File: config.mk
export PLATFORM = sky130hd
export DESIGN_NAME = cu_sequencer
export DESIGN_NICKNAME = d
export VERILOG_FILES = /design/src/rtl/cu_pkg.sv /design/src/rtl/cu_decode.sv /design/src/rtl/cu_sequencer.sv
export SDC_FILE = /design/constraint.sdc
export NUM_CORES = 1
export LEC_CHECK = 0
export CAP_MARGIN = 15
export CORE_ASPECT_RATIO = 1.2
export CORE_MARGIN = 2
export CORE_UTILIZATION = 38
export DETAILED_ROUTE_END_ITERATION = 7
export PLACE_DENSITY = 0.64
export SYNTH_ARGS = -nofsm -noshare
export SYNTH_HDL_FRONTEND = slang
export SYNTH_SLANG_ARGS = --single-unit
export TNS_END_PERCENT = 1
File: constraint.sdc
create_clock -name clk_i -period 2.4 [get_ports clk_i]
set_input_delay 0.48 -clock clk_i [delete_from_list [all_inputs] [get_ports clk_i]]
set_output_delay 0.48 -clock clk_i [all_outputs]
set_load 0.005 [all_outputs]
File: src/rtl/cu_pkg.sv
// Shared encodings for the computational_unit sequencer: operand codes,
// reg_en bit positions, opcode classes, FSM states and the decode record.
package cu_pkg;

    localparam logic [2:0] CODE_X0   = 3'd0;
    localparam logic [2:0] CODE_X1   = 3'd1;
    localparam logic [2:0] CODE_Y0   = 3'd2;
    localparam logic [2:0] CODE_Y1   = 3'd3;
    localparam logic [2:0] DST_OREG  = 3'd4;
    localparam logic [2:0] SRC_R     = 3'd4;
    localparam logic [2:0] CODE_M    = 3'd5;
    localparam logic [2:0] CODE_I    = 3'd6;
    localparam logic [2:0] CODE_DM   = 3'd7;

    localparam logic [3:0] SRC_DM    = 4'd7;
    localparam logic [3:0] SRC_IRNIB = 4'd8;
    localparam logic [3:0] SRC_PINS  = 4'd9;

    localparam int EN_X0   = 0;
    localparam int EN_X1   = 1;
    localparam int EN_Y0   = 2;
    localparam int EN_Y1   = 3;
    localparam int EN_R    = 4;
    localparam int EN_M    = 5;
    localparam int EN_I    = 6;
    localparam int EN_RSVD = 7;
    localparam int EN_OREG = 8;

    typedef enum logic [1:0] {
        CLS_LOAD = 2'd0,
        CLS_MOVE = 2'd1,
        CLS_ALU  = 2'd2
    } cls_e;

    typedef enum logic [2:0] {
        S_IDLE  = 3'd0,
        S_EXEC  = 3'd1,
        S_DM_RD = 3'd2,
        S_DM_WB = 3'd3,
        S_INC   = 3'd4
    } state_e;

    typedef struct packed {
        logic [2:0] dst;
        logic [3:0] src;     // source_sel value used in the EXEC cycle
        cls_e       cls;
        logic       dm_rd;
        logic       dm_wr;
        logic [8:0] reg_en;
    } dec_t;

    // dst code 4 targets o_reg (bit 8), dst code 7 is memory with no register enable
    function automatic logic [8:0] dst_en(input logic [2:0] dst);
        logic [8:0] en;
        en = '0;
        case (dst)
            DST_OREG: en[EN_OREG] = 1'b1;
            CODE_DM:  en = '0;
            default:  en[dst] = 1'b1;
        endcase
        return en;
    endfunction

endpackage

File: src/rtl/cu_decode.sv
// Pure combinational instruction decoder; also used by the trace monitor.
module cu_decode
    import cu_pkg::*;
(
    input  logic [7:0] instr_i,
    output dec_t       dec_o
);

    always_comb begin
        dec_o = '0;
        if (!instr_i[7]) begin
            dec_o.cls = CLS_LOAD;
            dec_o.dst = instr_i[6:4];
            dec_o.src = SRC_IRNIB;
        end else if (!instr_i[6]) begin
            dec_o.cls   = CLS_MOVE;
            dec_o.dst   = instr_i[5:3];
            // a self-move reads the external i_pins instead
            dec_o.src   = (instr_i[2:0] == instr_i[5:3]) ? SRC_PINS : {1'b0, instr_i[2:0]};
            dec_o.dm_rd = (instr_i[2:0] == CODE_DM) && (instr_i[5:3] != CODE_DM);
        end else begin
            dec_o.cls = CLS_ALU;
        end

        if (dec_o.cls == CLS_ALU) begin
            dec_o.reg_en[EN_R] = 1'b1;
        end else begin
            dec_o.dm_wr  = (dec_o.dst == CODE_DM);
            dec_o.reg_en = dst_en(dec_o.dst);
        end
    end

endmodule

File: src/rtl/cu_sequencer.sv
// Decode/sequencing FSM for the 4-bit computational_unit; every control
// output is registered and pulses for exactly one cycle.
module cu_sequencer
    import cu_pkg::*;
#(
    parameter bit          DM_POST_INC = 1'b1,
    parameter int unsigned RD_LAT      = 1
) (
    input  logic       clk_i,
    input  logic       sync_reset_n_i,
    input  logic [7:0] instr_i,
    input  logic       instr_valid_i,
    output logic       instr_ready_o,
    output logic [8:0] reg_en_o,
    output logic [3:0] source_sel_o,
    output logic       i_sel_o,
    output logic       x_sel_o,
    output logic       y_sel_o,
    output logic [3:0] nibble_ir_o,
    output logic       dm_re_o,
    output logic       dm_we_o,
    output logic       cu_sync_reset_o,
    output logic       busy_o
);

    localparam logic [1:0] LAT_M1 = 2'(RD_LAT - 1);

    state_e     state_q, state_d;
    logic [7:0] instr_q, instr_d;
    logic [1:0] cnt_q, cnt_d;
    logic [8:0] reg_en_q, reg_en_d;
    logic [3:0] source_sel_q, source_sel_d;
    logic [3:0] nibble_ir_q, nibble_ir_d;
    logic       i_sel_q, i_sel_d;
    logic       x_sel_q, x_sel_d;
    logic       y_sel_q, y_sel_d;
    logic       dm_re_q, dm_re_d;
    logic       dm_we_q, dm_we_d;
    logic       cu_rst_q;
    logic [7:0] dec_in;
    dec_t       dec;

    // in IDLE the outputs for the EXEC cycle are built from the incoming word
    assign dec_in = (state_q == S_IDLE) ? instr_i : instr_q;

    cu_decode u_decode (
        .instr_i (dec_in),
        .dec_o   (dec)
    );

    always_comb begin
        state_d      = state_q;
        instr_d      = instr_q;
        cnt_d        = cnt_q;
        reg_en_d     = '0;
        source_sel_d = '0;
        nibble_ir_d  = '0;
        i_sel_d      = 1'b0;
        x_sel_d      = 1'b0;
        y_sel_d      = 1'b0;
        dm_re_d      = 1'b0;
        dm_we_d      = 1'b0;

        case (state_q)
            S_IDLE: begin
                if (instr_valid_i) begin
                    instr_d = instr_i;
                    if (dec.dm_rd) begin
                        state_d = S_DM_RD;
                        cnt_d   = LAT_M1;
                        dm_re_d = 1'b1;
                    end else begin
                        state_d      = S_EXEC;
                        reg_en_d     = dec.reg_en;
                        source_sel_d = dec.src;
                        dm_we_d      = dec.dm_wr;
                        if (dec.cls == CLS_ALU) begin
                            x_sel_d = dec_in[5];
                            y_sel_d = dec_in[4];
                        end
                        if (dec.cls != CLS_MOVE) nibble_ir_d = dec_in[3:0];
                    end
                end
            end
            S_EXEC: begin
                if (dec.dm_wr && DM_POST_INC) begin
                    state_d        = S_INC;
                    reg_en_d[EN_I] = 1'b1;
                    i_sel_d        = 1'b1;
                end else begin
                    state_d = S_IDLE;
                end
            end
            S_DM_RD: begin
                if (cnt_q == 2'd0) begin
                    state_d      = S_DM_WB;
                    source_sel_d = SRC_DM;
                    reg_en_d     = dec.reg_en;
                end else begin
                    cnt_d = cnt_q - 2'd1;
                end
            end
            S_DM_WB: begin
                // a read into i must not be overwritten by the increment
                if (DM_POST_INC && (dec.dst != CODE_I)) begin
                    state_d        = S_INC;
                    reg_en_d[EN_I] = 1'b1;
                    i_sel_d        = 1'b1;
                end else begin
                    state_d = S_IDLE;
                end
            end
            S_INC:   state_d = S_IDLE;
            default: state_d = S_IDLE;
        endcase
    end

    always_ff @(posedge clk_i) begin
        cu_rst_q <= ~sync_reset_n_i;
        if (!sync_reset_n_i) begin
            state_q      <= S_IDLE;
            instr_q      <= '0;
            cnt_q        <= '0;
            reg_en_q     <= '0;
            source_sel_q <= '0;
            nibble_ir_q  <= '0;
            i_sel_q      <= 1'b0;
            x_sel_q      <= 1'b0;
            y_sel_q      <= 1'b0;
            dm_re_q      <= 1'b0;
            dm_we_q      <= 1'b0;
        end else begin
            state_q      <= state_d;
            instr_q      <= instr_d;
            cnt_q        <= cnt_d;
            reg_en_q     <= reg_en_d;
            source_sel_q <= source_sel_d;
            nibble_ir_q  <= nibble_ir_d;
            i_sel_q      <= i_sel_d;
            x_sel_q      <= x_sel_d;
            y_sel_q      <= y_sel_d;
            dm_re_q      <= dm_re_d;
            dm_we_q      <= dm_we_d;
        end
    end

    assign instr_ready_o   = (state_q == S_IDLE);
    assign busy_o          = (state_q != S_IDLE);
    assign reg_en_o        = reg_en_q;
    assign source_sel_o    = source_sel_q;
    assign nibble_ir_o     = nibble_ir_q;
    assign i_sel_o         = i_sel_q;
    assign x_sel_o         = x_sel_q;
    assign y_sel_o         = y_sel_q;
    assign dm_re_o         = dm_re_q;
    assign dm_we_o         = dm_we_q;
    assign cu_sync_reset_o = cu_rst_q;

endmodule

# Word-level counts from Yosys, hierarchy flattened
# Index checks and enable logic that the tools add are counted.
[totals]
register_bits = 36
output_inout_bits = 25
inputBits = 11
[classes]
eq_ne = 15
n_reduce_logical = 14
n_lt_le_gt_ge = 2
mux = 38
add_sub_neg = 1
n_bitwise = 5
[op_table]
columns = ["operator", "n"]
rows = [
  ["$mux 9", 4],
  ["$mux 4", 4],
  ["$mux 8", 2],
  ["$mux 3", 5],
  ["$pmux 3 s4", 1],
  ["$pmux 6 s2", 1],
  ["$mux 2", 5],
  ["$reduce_or 5->1", 2],
  ["$eq 3x3->1 const B", 3],
  ["$mux 1", 8],
  ["$pmux 2 s2", 2],
  ["$pmux 4 s2", 1],
  ["$mux 7", 1],
  ["$eq 3x2->1 const B", 2],
  ["$ne 2x2->1 const B", 3],
  ["$ne 3x3->1 const B", 2],
  ["$lt 3x5->1 const B", 1],
  ["$mux 5", 1],
  ["$not 1->1", 5],
  ["$ne 2x1->1 const B", 2],
  ["$pmux 1 s4", 1],
  ["$reduce_and 2->1", 2],
  ["$reduce_and 4->1", 1],
  ["$reduce_or 4->1", 1],
  ["other kinds (14)", 15],
]

# Depth between registers and ports, before layout
# Gate-level depths: netlist of run 1.
[depth]
ltp_word = 15
mapped_depth = 8
ltp_nobuf = 7

# Modules after synthesis
# A second synthesis of run 1 with hierarchy kept.
[hier_totals]
cells_unflattened = 172
hier_area_um2 = 1651.6
[modules_own_cells]
columns = ["mod", "cells_per_inst", "instances", "area_each_um2"]
rows = [
  ["cu_sequencer", 137, 1, 1378.8],
  ["cu_decode", 35, 1, 272.8],
]

# Least setup slack after synthesis of run 1
# OpenSTA, ideal clock, no wires.
[synth_timing]
path_kind = "reg2reg"
start = "reg state_q[0]"
end = "reg cnt_q[1]"
arrival_time_ns = 1.724
slack_ns = 0.547
period_less_slack_ns = 1.853
setup_time_ns = 0.130
stages_incl_launch_ff = 6
path_buffers = 1
t_required_ns = 2.270
cell_sequence = "dfxtp_1 > or3_4 > or4_1 > buf_2 > a211oi_2 > a221oi_1"
[synth_between]
elab_chain_len = 8
elab_cells_between_ends = 14
cone_classes = "eq/ne (6); mux (4); reduce/logical (4)"
[synth_rtl]
columns = ["item", "line", "source"]
rows = [
  ["start, declared", "cu_sequencer.sv:28", "state_e state_q, state_d;"],
  ["start signal, assigned", "cu_sequencer.sv:133", "state_q <= state_d;"],
  ["$logic_not 3->1", "cu_sequencer.sv:44, cu_sequencer.sv:64", ""],
  ["$mux 8", "cu_sequencer.sv:44", "assign dec_in = (state_q == S_IDLE) ? instr_i : instr_q;"],
  ["$eq 3x3->1 / $ne 3x3->1 (equally long branches)", "cu_decode.sv:20", "dec_o.dm_rd = (instr_i[2:0] == CODE_DM) && (instr_i[5:3] != CODE_DM);"],
  ["$logic_and 1x1->1", "cu_decode.sv:20", ""],
  ["$mux 1", "cu_decode.sv:15", "end else if (!instr_i[6]) begin"],
  ["$mux 1", "cu_decode.sv:11", "if (!instr_i[7]) begin"],
  ["$ne 2x1->1 (no source line)", "n/a", ""],
  ["$reduce_and 4->1 (no source line)", "n/a", ""],
  ["end signal, assigned", "cu_sequencer.sv:135", "cnt_q <= cnt_d;"],
  ["end, declared", "cu_sequencer.sv:30", "logic [1:0] cnt_q, cnt_d;"],
]
# Several ways; a longest one is shown, not always the timed one.
# A chain may end at the register's enable or synchronous reset.

# Final worst setup path of run 1
[layout_timing]
start = "reg state_q[0]"
end = "out instr_ready_o"
[layout_between]
elab_chain_len = 1
[layout_rtl]
columns = ["item", "line", "source"]
rows = [
  ["$logic_not 3->1", "cu_sequencer.sv:147", "assign instr_ready_o = (state_q == S_IDLE);"],
  ["end, declared", "cu_sequencer.sv:13", "output logic instr_ready_o,"],
]
# No other way between the ends.

==> flow_summary.toml, run 1 <==
[critical_path]
slowest_stage = "or3_4"
path_cells = "or3_4 -> inv_1 -> clkdlybuf4s50_1"
required_ns = 1.92
cpLargestDelayFamily = "buffers and inverters"
cp-start-kind = "flip-flop"
cp.arrival_ns = 1.76
max_stage_delay_ns = 0.49
worstPathMaxFanout = 14
crit_path_end_kind = "output pin"
path_class = "flip-flop to output pin"
path_buf_inv = 2

[timing]
clock-skew-final_ns = 0.00594
hold_viol = 0
setup_tns_ns = 0
finalSetupViolCount = 0
slew_violations = 0
fin_crit_sh_pct = 93.4
min_period_ns = 2.24
hold_ws_ns = 0.488
fmax_mhz = 446
max_slew.worst_pin.slew_ns = 0.499
max-slew-margin-rel_pct = 66.3
rsz0062_at_grt = "no"

[drt]
viasPerCell = 5.03
vias = 1540
first_iter_violations = 82
routed_wl_mm = 4.02
routedWlPerCell_um = 13.1
drtAntennaViolNets = 0
drc_errors = 0
drt_pass1_iterations = 4

[layout]
area_growth_pct = 34.4
multi_input_area_um2 = 868
seqCellArea_um2 = 721
final_nets = 262
drive_gt1_share_pct = 10.4
num-fill-cells = 424
num_antenna_cells = 0

[floorplanning]
die_x_um = 64.4
rows = 26
die_h_um = 76.5
initial_core_util_pct = 39.3
placeableCoreArea_um2 = 4230
ios = 36
die-area_um2 = 4930

[hold_path]
hp-class = "flip-flop to flip-flop"

[synthesis]
syn-instance-count = 202
syn_area_per_cell_um2 = 8.24
ys_async_sr_fraction_pct = 0
synth.net_count = 214
synth_edf_count = 0
synthesis.area_um2 = 1660
synth.distinct_cells = 45
synth-seq-cells = 36
ys.flop_type = "dfxtp_1"
yosysWarningCount = 0
ys_seq_area_share_pct = 43.3

[clock_tree]
cts_hold_buf = 0
numCtsBuffers = 5
root_buffer = "clkbuf_8"
insertion_delay_ns = 0.29
htree_levels = 2
cts_resized = 0
cts.sink_count = 36
cts_tree = "yes"
max-clock-path-buffers = 2
cts_setup_buffers = 0
cts.clk_slew.worst_paths_ns = 0.07

[grt]
track_usage_pct = 17.3
grt_pass1_wl_mm = 6.64
grt_overflow = 0
antenna_found_initial = 0
first_global_vias = 1414
grt_max_degree = 21

[status]
outcome = "finished, final reports clean"

[placement]
globalplace.congestion = 0.870
io_buffers = 35
dp_hpwl_mm = 3.09

[power_and_ir_drop]
power.density_nw_per_um2 = 557
vdd_drop_max_v = 0.000283
p_leak_nw = 0.874

[run]
maxCapViolCount = 0
layout make-up:
type,instances,area share (%)
clock buffers,6,3.24
inverters,10,1.68
multi-input cells,147,38.8
flip-flops and latches,36,32.2
repair buffers,50,20.7
clock inverters,1,0.224
well taps,56,3.13
layer usage:
layer	global-route usage [%]	routed length (um)
met5	0	0
met4	7.02	67
met3	3.99	118
met2	29.6	2020
met1	20.6	1810
worst reg2reg max path, delay by kind of cell (launching register included):
family                 cells  cell delay, ns
buffers and inverters      2            0.34
flip-flops                 1            0.38
multiplexers               1            0.33
AND/OR/NAND/NOR            3            0.98
final timing paths:
kind	start	end	slack [ns]	depth (start not counted)
max	state_q[0]$_SDFFE_PN0P_	instr_ready_o	0.16	3
min	instr_q[2]$_SDFFE_PN0P_	instr_q[2]$_SDFFE_PN0P_	0.49	2
max reg2reg	state_q[0]$_SDFFE_PN0P_	reg_en_o[0]$_SDFF_PN0_	0.27	6
min reg2reg	instr_q[2]$_SDFFE_PN0P_	instr_q[2]$_SDFFE_PN0P_	0.49	2
sequential cells by signal (all words and copies together), names as in the netlist:
| name | cells |
|---|---|
| cnt_q | 2 |
| cu_sync_reset_o | 1 |
| dm_re_o | 1 |
| dm_we_o | 1 |
| i_sel_o | 1 |
| instr_q | 8 |
| nibble_ir_o | 4 |
| reg_en_o | 9 |
| source_sel_o | 4 |
| state_q | 3 |
| x_sel_o | 1 |
| y_sel_o | 1 |
cells in the final DEF (no fill, tap or decap), drive strengths merged, types with 2 or more instances in the layout:
cell and instances:
dfxtp 36, clkdlybuf4s50 35, nand2 33, a21oi 19, buf 15, o21ai 10, inv 9, nor3 9
nor2 8, nor2b 7, mux2i 7, clkbuf 6, nand2b 5, and3 4, nand3 4, and2 3
xor2 3, xnor2 3, nand3b 2, or4 2, o41ai 2, nor3b 2, nor4 2, nand4 2
or3 2, clkinv 2, a211oi 2
cells in the mapped netlist, types with 3 or more instances:
library cell / instances / share of area [%]
a21oi_1: 19 / 5.7
and2_1: 3 / 1.1
and3_1: 4 / 1.5
buf_2: 3 / 0.90
clkbuf_1: 6 / 1.4
dfxtp_1: 36 / 43
inv_1: 9 / 2.0
mux2i_1: 7 / 4.2
nand2_1: 32 / 7.2
nand2b_1: 5 / 1.9
nand3_1: 4 / 1.2
nor2_1: 8 / 1.8
nor2b_1: 7 / 2.6
nor3_1: 9 / 2.7
o21ai_0: 10 / 3.0
xnor2_1: 3 / 1.6
xor2_1: 3 / 1.6
power breakdown:
| group | total, mW | switching [mW] | internal [mW] |
|---|---|---|---|
| Combinational | 0.209 | 0.106 | 0.103 |
| Clock | 0.399 | 0.202 | 0.197 |
| Sequential | 0.637 | 0.0190 | 0.618 |
| Total | 1.25 | 0.327 | 0.918 |
per-stage QoR:
stage | worst slack [ns] | total power [mW] | instance area (um^2) | utilization (%) | cells
after CTS | 0.155 | 1.26 | 2240 | 52.9 | 306
after global placement | 0.0520 | 0.857 | 2160 | 51.1 | 299
final | 0.159 | 1.25 | 2240 | 52.9 | 306
after global routing | 0.0784 | 1.31 | 2240 | 52.9 | 306
after floorplan | 0.547 | 0.759 | 1660 | - | 202
after detailed placement | 0.0603 | 0.858 | 2160 | 51.1 | 299
logic make-up after synthesis:
kind of cell | Yosys count | share of synthesized area (%)
xor+xnor | 6 | 3.16
buf+inv | 19 | 4.51
other cells | 1 | 0.225
mux | 7 | 4.21
fa+ha+maj | 1 | 0.752
simple gates | 87 | 26.6
flops | 36 | 43.3
compound gates | 45 | 17.2
Note: power is estimated with default switching activity, not from simulation.
==> run 2: changes to the inputs <==
==> constraint.sdc (replaced) <==
create_clock -name clk_i -period 2.4 [get_ports clk_i]
set_input_delay 0.36 -clock clk_i [delete_from_list [all_inputs] [get_ports clk_i]]
set_output_delay 0.36 -clock clk_i [all_outputs]
set_load 0.005 [all_outputs]
==> flow_summary.toml, run 2 (synthesis gave the netlist of run 1 again) <==
[clock_tree]
numCtsBuffers = 5
htree_levels = 2
max-clock-path-buffers = 2
root_buffer = "clkbuf_8"
cts.sink_count = 36
cts_hold_buf = 0
insertion_delay_ns = 0.29
cts.clk_slew.worst_paths_ns = 0.06
cts_tree = "yes"

[drt]
drt_pass1_iterations = 4
routedWlPerCell_um = 13.4
vias = 1547
routed_wl_mm = 4.07
first_iter_violations = 78
drc_errors = 0
viasPerCell = 5.09
drtAntennaViolNets = 0

[hold_path]
hp-class = "flip-flop to flip-flop"

[critical_path]
path_cells = "or3_4 -> clkinvlp_4 -> clkdlybuf4s50_1"
max_stage_delay_ns = 0.53
path_buf_inv = 2
cpLargestDelayFamily = "buffers and inverters"
cp.arrival_ns = 1.95
worstPathMaxFanout = 14
slowest_stage = "clkdlybuf4s50_1"
crit_path_end_kind = "output pin"
path_class = "flip-flop to output pin"
cp-start-kind = "flip-flop"
required_ns = 2.04

[placement]
globalplace.congestion = 0.909
placed_cell_area_um2 = 2140
dp_hpwl_mm = 3.19
io_buffers = 35

[timing]
min_period_ns = 2.31
fin_crit_sh_pct = 96.3
slew_violations = 0
fmax_mhz = 433
finalSetupViolCount = 0
rsz0062_at_grt = "no"
setup_tns_ns = 0
hold_viol = 0
clock-skew-final_ns = 0.00818

[floorplanning]
die_x_um = 64.4
die-area_um2 = 4930
initial_core_util_pct = 39.3
ios = 36
rows = 26
die_h_um = 76.5
placeableCoreArea_um2 = 4230

[layout]
multi_input_area_um2 = 868
largest_reg_flops = 9
fin_area_um2 = 2240
layout_common_cells = "36 x dfxtp_1, 35 x clkdlybuf4s50_1, 32 x nand2_1"
drive_gt1_share_pct = 10.5
num_antenna_cells = 0
layout_commonest_cell = "dfxtp_1"
area_growth_pct = 34.9
num-fill-cells = 427
seqCellArea_um2 = 721
final_nets = 260

[power_and_ir_drop]
switching_share_pct = 25.0
pwr-share-seq_pct = 49.0
vdd_drop_max_v = 0.000335
p_leak_nw = 0.871
switching_power_mw = 0.326
power.density_nw_per_um2 = 580
power.share.clock_pct = 35.0
p_int_mw = 0.976
combPwrFrac_pct = 16.0

[grt]
track_usage_pct = 17.9
grt_max_degree = 15
first_global_vias = 1428
antenna_found_initial = 0
grt_overflow = 0
grt_pass1_wl_mm = 6.89

[run]
maxCapViolCount = 0

[status]
outcome = "finished, final reports clean"
run 2: cell count changes in the layout (fill, tap and decap cells not counted):
cell / change
inv_1: -1
clkbuf_8: +2
clkinvlp_4: +1
clkinv_2: -1
buf_4: -2
clkbuf_1: -1
run 2: power groups by stage:
| stage | sequential, mW | clock, mW | combinational (mW) |
|---|---|---|---|
| floorplan | 0.642 | 0 | 0.116 |
| global placement | 0.651 | 0 | 0.207 |
| detailed placement | 0.651 | 0 | 0.206 |
| CTS | 0.637 | 0.474 | 0.208 |
| global route | 0.640 | 0.501 | 0.228 |
| finish | 0.637 | 0.456 | 0.208 |
run 2: repair_timing:
action                     4_1_cts  5_1_grt
resized for setup                1        0
hold endpoints to repair         0        0
setup endpoints to repair        1        0
buffers inserted                 0        0
run 2: metrics by stage:
stage / utilization, % / total power [mW] / setup WS (ns) / cells / hold slack (ns)
4_1_cts: 53.1 / 1.32 / 0.0947 / 304 / 0.499
6_report: 53.1 / 1.30 / 0.0893 / 304 / 0.493
5_1_grt: 53.1 / 1.37 / 0.0112 / 304 / 0.515
3_3_place_gp: 50.7 / 0.858 / 0.155 / 297 / 0.474
2_1_floorplan: - / 0.759 / 0.547 / 202 / 0.463
3_5_place_dp: 50.7 / 0.857 / 0.123 / 297 / 0.489
run 2: worst min-delay path, delay by kind of cell (launching register included):
family / cells / cell delay [ns]
AOI/OAI and AO/OA: 1 / 0.05
DFF: 1 / 0.33
and+or+nand+nor: 1 / 0.06
run 2: routing by layer:
metal | wire length, um | global-route usage (%)
met5 | 0 | 0
met4 | 75 | 7.66
met3 | 169 | 3.99
met2 | 2050 | 29.7
met1 | 1770 | 22.0
run 2: area by class of cell:
type	instances	area share [%]
sequential	36	32.1
inverter	10	1.84
timing repair buffer	48	20.0
tap	56	3.12
clock buffer	7	4.29
multi-input combinational	147	38.7
run 2: worst paths after layout:
check / cells after the start / slack [ns] / start / to
setup / recovery: 3 / 0.09 / state_q[1]$_SDFFE_PN0P_ / instr_ready_o
hold / removal: 2 / 0.49 / instr_q[2]$_SDFFE_PN0P_ / instr_q[2]$_SDFFE_PN0P_
setup reg to reg: 5 / 0.26 / state_q[1]$_SDFFE_PN0P_ / reg_en_o[6]$_SDFF_PN0_
hold reg to reg: 2 / 0.49 / instr_q[2]$_SDFFE_PN0P_ / instr_q[2]$_SDFFE_PN0P_
